**config.mk**
```make
export PLATFORM = sky130hd
export DESIGN_NAME = cond_stack_unit
export DESIGN_NICKNAME = d
export VERILOG_FILES = /design/src/rtl/cond_stack_unit.sv
export SDC_FILE = /design/constraint.sdc
export NUM_CORES = 1
export LEC_CHECK = 0
export ABC_AREA = 1
export CAP_MARGIN = 20
export CORE_ASPECT_RATIO = 1.1
export CORE_MARGIN = 2
export CORE_UTILIZATION = 50
export CTS_BUF_LIST = sky130_fd_sc_hd__clkbuf_4 sky130_fd_sc_hd__clkbuf_8 sky130_fd_sc_hd__clkbuf_16
export DETAILED_ROUTE_END_ITERATION = 8
export PLACE_DENSITY = 0.88
export SYNTH_ARGS = -nofsm -noshare
export SYNTH_HDL_FRONTEND = slang
export SYNTH_SLANG_ARGS = --single-unit
```
**constraint.sdc**
```tcl
create_clock -name clk -period 2.6 [get_ports clk]
set_input_delay 0.65 -clock clk [delete_from_list [all_inputs] [get_ports clk]]
set_output_delay 0.65 -clock clk [all_outputs]
set_load 0.005 [all_outputs]
```
**src/rtl/cond_stack_unit.sv**
```systemverilog
// Condition-evaluation unit with architectural NZCV flags and a small
// save/restore stack used on exception entry and return.
// Instruction requests are gated by the evaluated condition. Flags are
// written from one selected source. Push and Pop save and restore whole
// flag words.
module cond_stack_unit #(
    parameter int NSRC  = 2,
    parameter int DEPTH = 4,
    localparam int SW   = (NSRC > 1) ? $clog2(NSRC) : 1,
    localparam int CW   = $clog2(DEPTH + 1)
) (
    input  logic              clk,
    input  logic              reset,
    input  logic [3:0]        Cond,
    input  logic [SW-1:0]     FlagSel,
    input  logic [4*NSRC-1:0] SrcFlags,
    input  logic [2*NSRC-1:0] SrcFlagW,
    input  logic              PCS,
    input  logic              RegW,
    input  logic              MemW,
    input  logic              Push,
    input  logic              Pop,
    output logic              PCSrc,
    output logic              RegWrite,
    output logic              MemWrite,
    output logic [3:0]        Flags,
    output logic [CW-1:0]     StackCount,
    output logic              StackFull,
    output logic              StackEmpty,
    output logic              StackErr
);

    logic [3:0]    flags_q, flags_d;
    logic [CW-1:0] count_q, count_d;
    logic          err_q, err_d;
    logic [3:0]    stack_q [DEPTH];
    logic [3:0]    stack_d [DEPTH];

    logic          cond_ex;
    logic [3:0]    src_nzcv;
    logic [1:0]    src_w;
    logic [1:0]    flag_write;
    logic [3:0]    top_val;
    logic          full, empty;
    logic          push_ok, pop_ok, swap, misuse;

    logic n_f, z_f, c_f, v_f;
    assign {n_f, z_f, c_f, v_f} = flags_q;

    // Evaluate the instruction condition against the registered flags.
    always_comb begin
        // NOTE: every combinational output gets a default first so no path leaves it unassigned and infers a latch.
        cond_ex = 1'b1;
        case (Cond)
            4'b0000: cond_ex = z_f;
            4'b0001: cond_ex = ~z_f;
            4'b0010: cond_ex = c_f;
            4'b0011: cond_ex = ~c_f;
            4'b0100: cond_ex = n_f;
            4'b0101: cond_ex = ~n_f;
            4'b0110: cond_ex = v_f;
            4'b0111: cond_ex = ~v_f;
            4'b1000: cond_ex = c_f & ~z_f;
            4'b1001: cond_ex = ~c_f | z_f;
            4'b1010: cond_ex = (n_f == v_f);
            4'b1011: cond_ex = (n_f != v_f);
            4'b1100: cond_ex = ~z_f & (n_f == v_f);
            4'b1101: cond_ex = z_f | (n_f != v_f);
            default: cond_ex = 1'b1;
        endcase
    end

    assign PCSrc    = PCS  & cond_ex;
    assign RegWrite = RegW & cond_ex;
    assign MemWrite = MemW & cond_ex;

    // Select the flag source. An out-of-range FlagSel matches no source and writes nothing.
    always_comb begin
        src_nzcv = '0;
        src_w    = '0;
        for (int i = 0; i < NSRC; i++) begin
            if (FlagSel == SW'(i)) begin
                src_nzcv = SrcFlags[4*i +: 4];
                src_w    = SrcFlagW[2*i +: 2];
            end
        end
    end

    assign flag_write = src_w & {2{cond_ex}};

    // Read the current top-of-stack entry, at StackCount-1.
    always_comb begin
        top_val = '0;
        for (int i = 0; i < DEPTH; i++) begin
            if (count_q == CW'(i + 1)) top_val = stack_q[i];
        end
    end

    assign full    = (count_q == CW'(DEPTH));
    assign empty   = (count_q == '0);
    assign push_ok = Push & ~Pop & ~full;
    assign pop_ok  = Pop & ~Push & ~empty;
    assign swap    = Push & Pop & ~empty;
    assign misuse  = (Push & ~Pop & full) | (Pop & ~Push & empty) | (Push & Pop & empty);

    // Next-state for the flags, the count and the sticky error.
    // A restore from the stack takes priority over a flag write in the same cycle.
    always_comb begin
        flags_d = flags_q;
        if (flag_write[1]) flags_d[3:2] = src_nzcv[3:2];
        if (flag_write[0]) flags_d[1:0] = src_nzcv[1:0];
        if (pop_ok || swap) flags_d = top_val;

        count_d = count_q;
        if (push_ok)     count_d = count_q + CW'(1);
        else if (pop_ok) count_d = count_q - CW'(1);

        err_d = err_q | misuse;
    end

    // Next-state for the stack: push writes entry[count] and swap overwrites the top entry.
    always_comb begin
        stack_d = stack_q;
        for (int i = 0; i < DEPTH; i++) begin
            if (push_ok && count_q == CW'(i))     stack_d[i] = flags_q;
            if (swap    && count_q == CW'(i + 1)) stack_d[i] = flags_q;
        end
    end

    // Control state registers with synchronous active-low reset.
    always_ff @(posedge clk) begin
        // NOTE: sequential state uses non-blocking assignments, so every flop samples pre-edge values.
        if (!reset) begin
            flags_q <= '0;
            count_q <= '0;
            err_q   <= 1'b0;
        end else begin
            flags_q <= flags_d;
            count_q <= count_d;
            err_q   <= err_d;
        end
    end

    // Stack storage registers, with no reset.
    always_ff @(posedge clk) begin
        // NOTE: stack contents are don't-care after reset because StackCount=0 hides them, so the storage has no reset.
        stack_q <= stack_d;
    end

    assign Flags      = flags_q;
    assign StackCount = count_q;
    assign StackFull  = full;
    assign StackEmpty = empty;
    assign StackErr   = err_q;

endmodule

```
### Word-level counts from Yosys, hierarchy flattened

Cells that the tools add are included.
Widths: inputs -> output; s select.

| operators by class | value |
|---|---|
| equal/unequal tests | 19 |
| bitwise gates (word level) | 28 |
| reductions and logical operators | 18 |
| add/subtract/negate cells | 2 |
| mux-type cells | 20 |

Operators with widths:

| kind | number |
|---|---|
| $mux 4 | 14 |
| $eq 4x4->1 const B | 6 |
| $eq 4x3->1 const B | 4 |
| $and 1x1->1 | 14 |
| $pmux 1 s14 | 1 |
| $reduce_bool 2->1 | 7 |
| $eq 4x2->1 const B | 2 |
| $logic_and 1x1->1 | 8 |
| $not 1->1 | 8 |
| $eq 3x2->1 const B | 2 |
| $mux 2 | 3 |
| $mux 3 | 2 |
| $or 1x1->1 | 5 |
| $eq 4x1->1 const B | 1 |
| $logic_not 4->1 | 1 |
| $add 3x1->3 const B | 1 |
| $eq 3x1->1 const B | 1 |
| $eq 3x3->1 const B | 1 |
| $logic_not 3->1 | 1 |
| $sub 3x1->3 const B | 1 |
| $and 2x2->2 | 1 |
| $eq 1x1->1 | 1 |
| $logic_or 1x1->1 | 1 |
| $ne 1x1->1 | 1 |

| storage, ports and cells | value |
|---|---|
| flip-flop bits (word level) | 24 |
| bits of input ports | 24 |
| word-level logic and storage cells | 95 |

### Longest topological paths before layout

Gate-level depths: netlist (run 1).

| depth | value |
|---|---|
| word-level depth | 6 |
| depth in mapped cells | 12 |
| mapped depth without buffers | 12 |

### Worst setup path after synthesis (run 1)

No wires, ideal clock.

| path | value |
|---|---|
| path kind | input -> output |
| start point | in Cond[2] |
| end point | out MemWrite |
| path buffers | 0 |
| path slack | 0.698 ns |
| stages | 8 |
| arrival | 1.252 ns |
| data required time | 1.950 ns |
| cells stage by stage | nand2_1 > inv_1 > nand3_1 > a21oi_1 > nor2_1 > nand2_2 > inv_1 > nor2_1 |

| on the way | value |
|---|---|
| cells in the longest elaborated chain, start to end | 3 |

RTL lines:

| item | line | text |
|---|---|---|
| from (decl) | 14 | `input logic [3:0] Cond,` |
| $eq 4x4->1, or another cell as far along | 54 | `case (Cond)` |
| $pmux 1 s14 (*) | 54 |  |
| $and 1x1->1 (*) | 75 | `assign MemWrite = MemW & cond_ex;` |
| to (decl) | 25 | `output logic MemWrite,` |

Mark *: on every way between the ends. The rest lies on a longest branch, timed or not.

### Final worst setup path (run 1)

| path | value |
|---|---|
| start point | reg flags_q[0] (netlist: Flags[0]) |
| end point | out MemWrite |

| on the way | value |
|---|---|
| cells in the longest elaborated chain, start to end | 4 |

RTL lines:

| item | line | text |
|---|---|---|
| from (decl) | 33 | `logic [3:0] flags_q, flags_d;` |
| from (signal assigned) | 138 | `flags_q <= flags_d;` |
| $ne 1x1->1 or $eq 1x1->1 (tied branches) | n/a |  |
| $or 1x1->1 or $and 1x1->1 (tied branches) | 68, 67 |  |
| $pmux 1 s14 (*) | 54 |  |
| $and 1x1->1 (*) | 75 |  |

Marks and branches as above.

==> results of run 1 <==
## stage by stage
stage	instance area, µm²	setup slack (ns)	setup TNS [ns]	std cells	hold slack, ns
after floorplan	1470	0.698	0	196	0.489
after global placement	1910	-0.383	-1.14	270	0.461
after detailed placement	1910	-0.451	-1.34	270	0.455
after CTS	1940	0.0699	0	274	0.486
after global routing	1930	0.00113	0	274	0.520
final	1930	0.153	0	274	0.501
## flip-flops by register name (all words and copies together), names as in the netlist
register    count
stack_q        16
Flags           4
StackCount      3
StackErr        1
## where the power goes
group | total, W | internal [W] | switching, W
clock | 0.000174 | 0.0000702 | 0.000104
combinational | 0.000397 | 0.000189 | 0.000208
sequential | 0.000496 | 0.000458 | 0.0000380
total | 0.00107 | 0.000717 | 0.000350
## final timing paths
| path | slack, ns | endpoint | cells past startpoint |
|---|---|---|---|
| max | 0.15 | MemWrite | 10 |
| min | 0.50 | stack_q[3] | 0 |
| max reg2reg | 0.54 | stack_q[6] | 6 |
| min reg2reg | 0.50 | stack_q[3] | 0 |
## per-layer routing
| metal | vias up | wire length, µm | GRT usage |
|---|---|---|---|
| met4 | 0 | 19 | 0.0732 |
| met3 | 2 | 176 | 0.0235 |
| met5 | - | 0 | 0 |
| met1 | 617 | 1410 | 0.247 |
| li1 | 726 | - | - |
| met2 | 40 | 1620 | 0.364 |
## layout make-up
| class | instances | area share |
|---|---|---|
| multi-input combinational | 141 | 0.369 |
| sequential | 24 | 0.332 |
| timing repair buffer | 44 | 0.208 |
| inverter | 28 | 0.0543 |
| tap | 33 | 0.0213 |
| clock buffer | 4 | 0.0155 |
## cells by family after synthesis
family / synth area share
buf+inv: 0.0818
mux: 0.0460
fa+ha+maj: 0.0511
xor+xnor: 0.00597
simple gates: 0.293
flops: 0.436
compound gates: 0.0853
## repair_timing
action / 4_1_cts / 5_1_grt
pin swaps: 1 / 0
cloned: 0 / 0
endpoints found under the hold margin: 0 / 0
resized for setup: 11 / 7
endpoints found under the setup margin: 3 / 3
hold buffers: 0 / 0
## layout by cell type (no fill, tap or decap), types with 5 or more instances in the layout
master           count
edfxtp_1            16
ha_1                 6
clkdlybuf4s50_1     29
a21oi_1             11
dfxtp_1              7
o21ai_0              5
nand2_2              5
nor2_1              29
nand2_1             51
inv_1               25
buf_4                8
mux2_2               6
nand3_1             18
==> flow_summary.json, run 1 <==
{
  "core-area_um2": 2780,
  "synth-async-reset-ratio": 0,
  "num_rows": 20,
  "seq_area_um2": 642,
  "numCtsBuffers": 3,
  "h-tree-depth": 1,
  "hold_violations": 0,
  "drive_above_1_share": 0.133,
  "synth_area_per_cell_um2": 7.49,
  "yosysTopAreaCell": "edfxtp_1",
  "io_pins": 37,
  "ctsLongestPathBuffers": 2,
  "grt_max_degree": 17,
  "crit_top_cell": "nand2_1",
  "drt_iter0_drc": 31,
  "post-route-min-period_ns": 2.45,
  "min_period_over_period": 0.941,
  "min_from": "Flags[3]",
  "cp_cell_sequence": "inv_1 > nand2_1 > nand3_1 > nand2_1 > nand2_1 > nor2_2 > nand2_2 > inv_1 > nor2_1 > dlygate4sd2_1",
  "yosysMostFrequentCell": "nand2_1",
  "postRouteAntennaNets": 0,
  "nets": 272,
  "postCtsSetupBuffers": 0,
  "cpLargestDelayFamily": "simple AND/OR/NAND/NOR gates",
  "path_clk_slew_ns": 0.12,
  "critPathArrivalTime_ns": 1.80,
  "hpwl_um": 2500,
  "initial_core_util": 0.528,
  "report.final.slew_viol_count": 0,
  "rsz0062_at_grt": "false",
  "grt_pass1_wl_um": 5220,
  "path_buf_inv": 3,
  "fmax_ghz": 0.409,
  "synth_edf_count": 16,
  "ys_seq_area_frac": 0.436,
  "hold_class": "reg2reg",
  "synth_top_area_share": 0.327,
  "dr.pass1.iters": 4,
  "drc_errors": 0,
  "grt_usage": 0.199,
  "cp_slowest_cell": "dfxtp_1",
  "clkLatencyLatePin_ns": 0.30,
  "synth_area_um2": 1470,
  "ys_types": 20,
  "critPathMaxStageDelay_ns": 0.46,
  "finClkSkew_ns": 0.00471,
  "io_buffer_count": 36,
  "cp.required_ns": 1.95,
  "relSlewSlack": 0.682,
  "r2r_start": "StackCount[0]",
  "crit_fanout": 5,
  "gp_congestion": 0.806,
  "grt_remaining_overflow": 0,
  "nFillCells": 232,
  "tightest_slew_ns": 0.478,
  "yosys_most_used_dff": "edfxtp_1",
  "routed_wl_um": 3230,
  "vdd_ir_drop_max_mv": 0.390,
  "startpoint": "Flags[0]",
  "status": "complete, no violations",
  "clock-sinks": 24,
  "area_growth_syn_to_layout_pct": 31.8,
  "fp.dieW_um": 55.7,
  "wl_per_cell_um": 11.8,
  "synth_nets": 226,
  "root_buffer": "clkbuf_4",
  "cts_tree": "done",
  "end_kind": "output port",
  "routed-via-count": 1385,
  "ys.warnings.count": 0,
  "cellPowerDensity_nw_per_um2": 551,
  "start_kind": "flop",
  "leakage_nw": 0.911,
  "synth_commonest_cells": "nand2_1, nor2_1, inv_1",
  "cap_violations": 0,
  "p_total_w": 0.00107,
  "die_y_um": 60.8,
  "multi_input_area_um2": 713,
  "die-area_um2": 3390,
  "setup-violations-final": 0,
  "criticalPathCategory": "reg2out",
  "antenna_cells": 0,
  "yosys-top-cells-area": "edfxtp_1, nand2_1, dfxtp_1, nor2_1, inv_1",
  "final_util": 0.696,
  "syn_inst": 196,
  "viasPerCell": 5.05,
  "synth.ff_latch_count": 24,
  "antenna_found_initial": 0,
  "grt_pass1_vias": 1219
}
No activity file was read; power rests on OpenSTA's default activity.
==> inputs of run 2 (changes only) <==
--- a/config.mk
+++ b/config.mk
@@ -13,6 +13,7 @@
 export CTS_BUF_LIST = sky130_fd_sc_hd__clkbuf_4 sky130_fd_sc_hd__clkbuf_8 sky130_fd_sc_hd__clkbuf_16
 export DETAILED_ROUTE_END_ITERATION = 8
 export PLACE_DENSITY = 0.88
+export SKIP_CTS_REPAIR_TIMING = 1
 export SYNTH_ARGS = -nofsm -noshare
 export SYNTH_HDL_FRONTEND = slang
 export SYNTH_SLANG_ARGS = --single-unit
==> flow_summary.json, run 2 (synthesized netlist as in run 1, its figures left out) <==
{
  "gp_congestion": 0.806,
  "die-area_um2": 3390,
  "drive_above_1_share": 0.137,
  "grt_max_degree": 17,
  "drc_errors": 0,
  "dr.pass1.iters": 4,
  "start_kind": "flop",
  "largest_reg_flops": 16,
  "hpwl_um": 2500,
  "io_pins": 37,
  "grt_pass1_vias": 1204,
  "end_kind": "output port",
  "cap_violations": 0,
  "r2r_slack_ns": 0.55,
  "initial_core_util": 0.528,
  "holdPathEnd": "stack_q[3]",
  "reg2reg_to": "stack_q[6]",
  "cellPowerDensity_nw_per_um2": 549,
  "nFillCells": 224,
  "min_period_over_period": 0.900,
  "drt_iter0_drc": 30,
  "mostFrequentLayoutCells": "nand2_1, nor2_1, clkdlybuf4s50_1",
  "leakage_nw": 0.952,
  "whs_path_depth": 0,
  "fmax_ghz": 0.427,
  "die_y_um": 60.8,
  "multi_input_area_um2": 711,
  "top_register": "stack_q",
  "fp.dieW_um": 55.7,
  "routed-via-count": 1384,
  "min_from": "Flags[3]",
  "report.final.slew_viol_count": 0,
  "grt_pass1_wl_um": 5170,
  "h-tree-depth": 1,
  "r2r_start": "StackCount[0]",
  "numCtsBuffers": 3,
  "core-area_um2": 2780,
  "finClkSkew_ns": 0.00584,
  "nets": 272,
  "tightest_slew_ns": 0.486,
  "vdd_ir_drop_max_mv": 0.389,
  "status": "complete, no violations",
  "ctsLongestPathBuffers": 2,
  "rsz0062_at_grt": "false",
  "io_buffer_count": 36,
  "grt_usage": 0.197,
  "antenna_cells": 0,
  "clkLatencyLatePin_ns": 0.30,
  "relSlewSlack": 0.676,
  "post-place-ws_ns": -0.451,
  "crit_fanout": 6,
  "postRouteAntennaNets": 0,
  "cp.required_ns": 1.95,
  "setup-violations-final": 0,
  "rr_worst_depth": 6,
  "hold_class": "reg2reg",
  "mostFrequentLayoutCell": "nand2_1",
  "viasPerCell": 5.05,
  "root_buffer": "clkbuf_4",
  "tns_ns": 0,
  "cts_tree": "done",
  "antenna_found_initial": 0,
  "hold_violations": 0,
  "critPathArrivalTime_ns": 1.69,
  "criticalPathCategory": "reg2out",
  "num_rows": 20,
  "wl_per_cell_um": 11.8,
  "postLayoutSetupSlackWorst_ns": 0.260,
  "clock-sinks": 24,
  "area_growth_syn_to_layout_pct": 32.7,
  "path_clk_slew_ns": 0.12,
  "post-route-min-period_ns": 2.34,
  "routed_wl_um": 3230,
  "grt_remaining_overflow": 0,
  "seq_area_um2": 646
}
==> run 2: changes by cell type in the layout (fill, tap and decap cells not counted) <==
cell	before	now
dlygate4sd2_1	3	0
nor2_2	1	0
clkdlybuf4s15_2	1	0
dfxtp_2	1	4
dlymetal6s2s_1	0	4
nor2_1	29	30
dfxtp_1	7	4
==> run 2: cell type report <==
class | instances | share of cell area
Multi-Input combinational cell | 141 | 0.365
Sequential cell | 24 | 0.331
Timing Repair Buffer | 44 | 0.213
Inverter | 28 | 0.0539
Tap cell | 33 | 0.0212
Clock buffer | 4 | 0.0154
==> run 2: per-layer routing <==
metal | track usage | vias up | wire [µm]
li1 | - | 725 | -
met1 | 0.248 | 613 | 1410
met2 | 0.355 | 44 | 1630
met3 | 0.0235 | 2 | 177
met4 | 0.0732 | 0 | 19
met5 | 0 | - | 0
==> run 2: power breakdown <==
group          total, W  leakage (nW)  internal, W  switching (W)
combinational  0.000399         0.718     0.000191       0.000208
sequential     0.000496         0.216     0.000460      0.0000368
clock          0.000173        0.0184    0.0000702       0.000103
==> run 2: per-stage QoR <==
stage	hold WS (ns)	util	area, µm²	total power [W]	cells
floorplan	0.489	-	1470	0.000720	196
global placement	0.461	0.689	1910	0.000892	270
detailed placement	0.455	0.689	1910	0.000902	270
CTS	0.486	0.700	1940	0.00107	274
global route	0.480	0.701	1950	0.00115	274
finish	0.461	0.701	1950	0.00107	274
==> run 2: worst max-delay path by stage <==
stage                             start         to  slack, ns  cells past startpoint
after detailed placement        Cond[1]   MemWrite      -0.45                     12
after CTS                       Cond[1]   MemWrite      -0.45                     12
after floorplan                 Cond[2]   MemWrite       0.70                      8
final                     StackCount[0]  StackFull       0.26                      5
after global routing      StackCount[0]  StackFull       0.13                      5
after global placement          Cond[1]   MemWrite      -0.38                     12
==> run 2: critical path: stages (launching register included) <==
cell and delay [ns]:
dfxtp_1 0.45, inv_1 0.11, ha_1 0.23, nand2_1 0.10, inv_1 0.06, clkdlybuf4s50_1 0.44
==> inputs of run 3 (changes only) <==
--- a/config.mk
+++ b/config.mk
@@ -12,6 +12,7 @@
 export CORE_UTILIZATION = 50
 export CTS_BUF_LIST = sky130_fd_sc_hd__clkbuf_4 sky130_fd_sc_hd__clkbuf_8 sky130_fd_sc_hd__clkbuf_16
 export DETAILED_ROUTE_END_ITERATION = 8
+export HOLD_SLACK_MARGIN = 0.08
 export PLACE_DENSITY = 0.88
 export SKIP_CTS_REPAIR_TIMING = 1
 export SYNTH_ARGS = -nofsm -noshare
==> results of run 3 <==
Same layout as run 2: the final DEF is identical, and so are final timing and power.
